`src/rtl/regfile_pkg.sv`:
```
// Shared defaults and write-port indices for the multi-port MIPS register file.
package regfile_pkg;
  localparam int DEF_DATA_W = 32;
  localparam int DEF_ADDR_W = 5;
  localparam int DEF_NUM_RD = 2;
  localparam int WP_ALU     = 0;
  localparam int WP_LOAD    = 1;
endpackage

```
`src/rtl/regfile_scoreboard.sv`:
```
// Per-register busy bits: issue sets, writeback clears, issue wins on the same edge.
module regfile_scoreboard
  import regfile_pkg::*;
#(
  parameter int ADDR_W   = DEF_ADDR_W,
  parameter int NUM_RD   = DEF_NUM_RD,
  parameter int ZERO_REG = 1
) (
  input  logic                     clk,
  input  logic                     rst_n,
  input  logic [NUM_RD*ADDR_W-1:0] rd_addr,
  input  logic [1:0]               wr_act,
  input  logic [1:0][ADDR_W-1:0]   wr_addr,
  input  logic                     iss_en,
  input  logic [ADDR_W-1:0]        iss_addr,
  output logic [NUM_RD-1:0]        rd_busy
);
  localparam int DEPTH = 1 << ADDR_W;

  logic [DEPTH-1:0] busy;
  logic             iss_ok;

  assign iss_ok = iss_en && !(ZERO_REG != 0 && iss_addr == '0);

  // Set is applied after the clears so a new producer supersedes a completing one.
  always_ff @(posedge clk or negedge rst_n) begin
    if (!rst_n) begin
      busy <= '0;
    end else begin
      for (int p = 0; p < 2; p++)
        if (wr_act[p]) busy[wr_addr[p]] <= 1'b0;
      if (iss_ok) busy[iss_addr] <= 1'b1;
    end
  end

  for (genvar k = 0; k < NUM_RD; k++) begin : g_rd
    logic [ADDR_W-1:0] a;
    logic              hit;
    assign a   = rd_addr[k*ADDR_W +: ADDR_W];
    assign hit = (wr_act[WP_ALU] && wr_addr[WP_ALU] == a) ||
                 (wr_act[WP_LOAD] && wr_addr[WP_LOAD] == a);
    assign rd_busy[k] = busy[a] & ~hit;
  end
endmodule

```
`src/rtl/regfile_mp.sv`:
```
// Multi-port register file: NUM_RD bypassed read ports, ALU and load write ports, busy scoreboard.
module regfile_mp
  import regfile_pkg::*;
#(
  parameter int DATA_W   = DEF_DATA_W,
  parameter int ADDR_W   = DEF_ADDR_W,
  parameter int NUM_RD   = DEF_NUM_RD,
  parameter int ZERO_REG = 1
) (
  input  logic                     clk,
  input  logic                     rst_n,
  input  logic [NUM_RD*ADDR_W-1:0] rd_addr,
  output logic [NUM_RD*DATA_W-1:0] rd_data,
  output logic [NUM_RD-1:0]        rd_busy,
  input  logic [1:0]               wr_en,
  input  logic [2*ADDR_W-1:0]      wr_addr,
  input  logic [2*DATA_W-1:0]      wr_data,
  input  logic                     iss_en,
  input  logic [ADDR_W-1:0]        iss_addr,
  output logic                     wr_conflict
);
  localparam int DEPTH = 1 << ADDR_W;

  logic [DEPTH-1:0][DATA_W-1:0] mem;
  logic [1:0][ADDR_W-1:0]       wa;
  logic [1:0][DATA_W-1:0]       wd;
  logic [1:0]                   wr_act;

  assign wa = wr_addr;
  assign wd = wr_data;

  // A write to r0 is dropped entirely when r0 is hardwired.
  for (genvar p = 0; p < 2; p++) begin : g_wp
    assign wr_act[p] = wr_en[p] && !(ZERO_REG != 0 && wa[p] == '0);
  end

  // Load port is written last so it wins a same-address collision.
  always_ff @(posedge clk or negedge rst_n) begin
    if (!rst_n) begin
      mem <= '0;
    end else begin
      if (wr_act[WP_ALU])  mem[wa[WP_ALU]]  <= wd[WP_ALU];
      if (wr_act[WP_LOAD]) mem[wa[WP_LOAD]] <= wd[WP_LOAD];
    end
  end

  always_ff @(posedge clk or negedge rst_n) begin
    if (!rst_n) wr_conflict <= 1'b0;
    else        wr_conflict <= wr_en[WP_ALU] && wr_en[WP_LOAD] &&
                               (wa[WP_ALU] == wa[WP_LOAD]) && (wa[WP_ALU] != '0);
  end

  for (genvar k = 0; k < NUM_RD; k++) begin : g_rd
    logic [ADDR_W-1:0] a;
    logic [DATA_W-1:0] d;
    assign a = rd_addr[k*ADDR_W +: ADDR_W];
    always_comb begin
      d = mem[a];
      if (wr_act[WP_ALU] && wa[WP_ALU] == a)   d = wd[WP_ALU];
      if (wr_act[WP_LOAD] && wa[WP_LOAD] == a) d = wd[WP_LOAD];
      if (ZERO_REG != 0 && a == '0)            d = '0;
    end
    assign rd_data[k*DATA_W +: DATA_W] = d;
  end

  regfile_scoreboard #(
    .ADDR_W  (ADDR_W),
    .NUM_RD  (NUM_RD),
    .ZERO_REG(ZERO_REG)
  ) u_sb (
    .clk     (clk),
    .rst_n   (rst_n),
    .rd_addr (rd_addr),
    .wr_act  (wr_act),
    .wr_addr (wa),
    .iss_en  (iss_en),
    .iss_addr(iss_addr),
    .rd_busy (rd_busy)
  );
endmodule

```
`config.mk`:
```
export PLATFORM = sky130hd
export DESIGN_NAME = regfile_mp
export DESIGN_NICKNAME = d
export VERILOG_FILES = /design/src/rtl/regfile_pkg.sv /design/src/rtl/regfile_scoreboard.sv /design/src/rtl/regfile_mp.sv
export SDC_FILE = /design/constraint.sdc
export NUM_CORES = 2
export LEC_CHECK = 0
export CAP_MARGIN = 20
export CORE_ASPECT_RATIO = 0.5
export CORE_MARGIN = 3
export CORE_UTILIZATION = 55
export DETAILED_ROUTE_END_ITERATION = 6
export DONT_BUFFER_PORTS = 1
export GPL_TIMING_DRIVEN = 0
export PLACE_DENSITY = 0.7
export SLEW_MARGIN = 25
export SYNTH_ARGS = -nofsm -noshare
export SYNTH_HDL_FRONTEND = slang
export SYNTH_HIERARCHICAL = 1
export SYNTH_SLANG_ARGS = --single-unit
export TNS_END_PERCENT = 1
```
`constraint.sdc`:
```
create_clock -name clk -period 6.35 [get_ports clk]
set_input_delay 0.3175 -clock clk [delete_from_list [all_inputs] [get_ports clk]]
set_output_delay 0.3175 -clock clk [all_outputs]
set_load 0.01 [all_outputs]
```
==> summary by stage <==
Global routing
The via count of the first global-routing pass is about 60000. The pin count of the biggest net entering global routing is between 150 and 200. The global-route wire length before repair is 439.3 mm. The initial antenna violation count is 9.

Global routing consumed, over all layers together, between 40% and 50% of the routing resources. Global routing finished with a remaining overflow of 0.

Min path
The hold-critical path depth is 3. The class of the tightest hold or removal check is in2reg. The startpoint of the tightest hold check path is wr_data[26].

Floorplanning
The area of the placeable core is around 120000 um^2. The floorplan step set the die height to between 200 and 300 um. The floorplan die width is between 500 and 600 um. The number of placement rows is 90. The initial core utilization is around 56%. The die area is ~130000 um^2.

161 I/O pins were placed.

Cells and area
The post-synthesis to final-layout area growth is 9.822%. The number of nets at the end of the flow is 6895. Leaving out fill and tap cells, the most frequent cells in the layout are 1324 x mux2i_1, 1057 x dfrtp_1, 698 x nand2_1, 579 x clkbuf_1, 483 x a21oi_1. The fraction of layout instances using a drive strength above 1 is 12.53%. The share of the core filled with cells is approximately three fifths. The commonest non-fill, non-tap cell in the layout is mux2i_1. Summing all multi-input logic gate instances after layout gives about 37000 um^2. The total area of sequential cells is 26450 um^2. The final-layout fill cell count is between 10000 and 15000.

Yosys
Among all flip-flop cells after synthesis, the most frequent one is dfrtp_1. For this run, the register share of the synthesized area comes to 39.32%. The number of library cell types mapped by synthesis is 56. For this run, the number of Yosys warnings is 6. After synthesis, the cell types taking the most area are dfrtp_1 39%, mux2i_1 20%, mux4_2 11%, nand2_1 3.9%, a21oi_1 3.6%. Each instance of the synthesized netlist takes up on average ~10 um^2. The synthesized design contains 0 enable-type register cells. The gate count of the mapped netlist is around 6600. The proportion of netlist area held by the largest area contributor is between 30% and 40%. The cell accounting for the most synthesized area is dfrtp_1.

The cell area that synthesis handed to floorplanning was around 67000 um^2. The net count after synthesis is slightly below 7000. The share of async-settable or async-resettable flops after synthesis is 100.0%.

Counting flops and latches in the post-synthesis netlist gives 1057.

Routing
After the first detailed-routing iteration, the DRC count stood at ~11000. After detailed routing, the average wire length per cell comes to 37.36 um. For this run, design rule violations remaining after detail routing come to 3. The pre-antenna-repair detailed-routing pass consisted of 7 iterations.

The number of vias in the routed layout is between 60000 and 70000. Summed over all layers, the routed wires come to 317.9 mm. After detailed routing, the number of vias per cell comes to between 7 and 8. The remaining antenna violation count is 0.

Setup path
The most critical setup path has its startpoint at rd_addr[0]. The type of element launching the critical path is an input port. In this run the worst path has a maximum fanout of 10.

The setup path with the least slack is of type in2out. For the worst setup path, the data required time is 6.03 ns. At the worst endpoint, the arrival time is approximately 5.1 ns.

STA classifies the critical path endpoint as an output pin. Measured in cells, the most critical reg-to-reg path has a length of 3. The startpoint identified for the worst register-to-register timing path is u_sb/busy[12]$_DFF_PN0_.

Timing
The time the worst path needs with I/O delays and setup is approximately 5.4 ns. At the pin with the least slew margin, the transition time is between 1 and 1.5 ns. Setup repair after global routing left no endpoint under its margin. The normalized max-slew margin is about 16%. The setup total negative slack is 0 ns. Setup violations remaining at the end of the flow were counted as 0. The count of final max-slew check failures is 0.

The maximum achievable frequency is roughly 180 MHz. The final number of hold-violating endpoints is 0. In the finished design, the share of the clock period the worst path needs comes to between 80% and 90%. The clock arrives with 0 ns of skew.

Pwr
Net switching is between 30% and 40% of the power. The power share of the clock group is a little under a third. For this design the ratio of total power to cell area is roughly 310 nW/um^2.

The internal power contribution is 15.23 mW. The leakage dissipation is around 32 nW. Of the total power, registers draw 43.4%. The net switching power figure is between 8 and 9 mW.

VDD sags by at most between 0.0002 and 0.00025 V. Of the total power, combinational logic draws approximately a quarter.

Clock network
CTS saw about 1100 sinks. The TritonCTS clock tree is done. The clock latency reported for the late side of the worst-skew pair is ~0.75 ns. The number of gates resized after CTS was 0.

The tree is rooted in a clkbuf_16. The number of hold buffers added after cts is 46. In this run, CTS created clock tree buffers numbering slightly above 100. No sink is reached through more buffers than the 3 on the longest clock path.

The number of setup buffers added after CTS is 0. In this run the number of H-tree levels came out at 3. The CTS clock-pin slew for the worst setup and hold paths is approximately 0.06 ns.

Outcome
The checks that failed: design-rule violations. The run finished, with violations left.

Run
The max-capacitance violation count is 0.

Place
During placement, the flow inserted port buffers numbering 0. The final RePlAce weighted congestion is ~1.1. Once detailed placement completed, the half-perimeter wirelength came to 250.4 mm.
[power groups by stage]
stage	sequential, mW	combinational, mW	clock [mW]
4_1_cts	9.96	5.98	6.93
2_1_floorplan	9.42	4.24	0
5_1_grt	10.2	6.49	7.21
6_report	10.1	6.16	6.99
3_3_place_gp	9.98	5.57	0
3_5_place_dp	10.1	5.92	0
[state kept, by name, indices dropped and copies added (netlist names)]
signal,flops
mem,1024
u_sb/busy,32
wr_conflict,1
[worst max-delay path, cell delays in order]
cell	delay [ns]
clkbuf_1	0.63
buf_4	0.57
buf_4	0.45
buf_2	0.51
buf_2	0.50
clkbuf_1	0.94
a221oi_1	0.34
nor3_1	0.51
a221o_1	0.27
[cells by family after synthesis]
kind of cell,after synthesis,synth area share (%)
muxes,1783,32.99
xor gates and xnor gates,45,0.5859
AOI/OAI and AO/OA,1478,12.97
and+or+nand+nor,1426,8.959
DFF,1057,39.32
buffers and inverters,849,5.174
[worst paths after layout]
path	to	slack, ns
setup / recovery	rd_data[9]	0.94
hold / removal	mem[250]$_DFF_PN0_	0.02
setup reg to reg	u_sb/busy[12]$_DFF_PN0_	5.09
hold reg to reg	mem[14]$_DFF_PN0_	0.49
max in group asynchronous	mem[999]$_DFF_PN0_	2.98
min in group asynchronous	mem[156]$_DFF_PN0_	0.22
[synthesized netlist by cell type (all sizes together) (18+ instances only)]
cell	count
nand3	89
xor2	27
xnor2	18
nand2	698
nand3b	18
a22oi	115
dfrtp	1057
a21oi	483
mux2	126
clkbuf	633
mux2i	1324
o221ai	31
a41oi	32
a221oi	62
nor2	431
a221o	93
buf	215
nor2b	76
nor3	42
o21ai	628
mux4	333
[area by class of cell]
| class | instances | share of cell area [%] |
|---|---|---|
| antenna | 9 | 0.03048 |
| buffer | 848 | 4.783 |
| clock buffer | 138 | 3.995 |
| clock inverter | 56 | 1.026 |
| inverter | 1 | 0.005081 |
| multi-input combinational | 4732 | 50.64 |
| sequential | 1057 | 35.80 |
| tap | 1610 | 2.727 |
| timing repair buffer | 58 | 0.9958 |
[metal layers]
layer | global-route usage [%] | up-vias | wire length (um)
met1 | 64.90 | 31360 | 119700
met5 | 0 | - | 79
met2 | 66.93 | 5453 | 126300
met3 | 20.80 | 1072 | 49400
met4 | 28.26 | 6 | 22420
li1 | - | 24530 | -
[per-stage QoR]
step	worst slack, ns	hold slack, ns	cell area (um^2)	instances	power [mW]
final	0.9427	0.02443	73880	8509	23.23
after CTS	1.528	0.008024	73750	8497	22.87
after floorplan	3.482	0.02191	67270	6638	13.67
after global routing	1.238	0.03522	73860	8500	23.88
after global placement	1.219	0.04387	69290	8248	15.55
after detailed placement	1.549	0.02422	69560	8257	15.98
(Power assumes the default switching activity.)
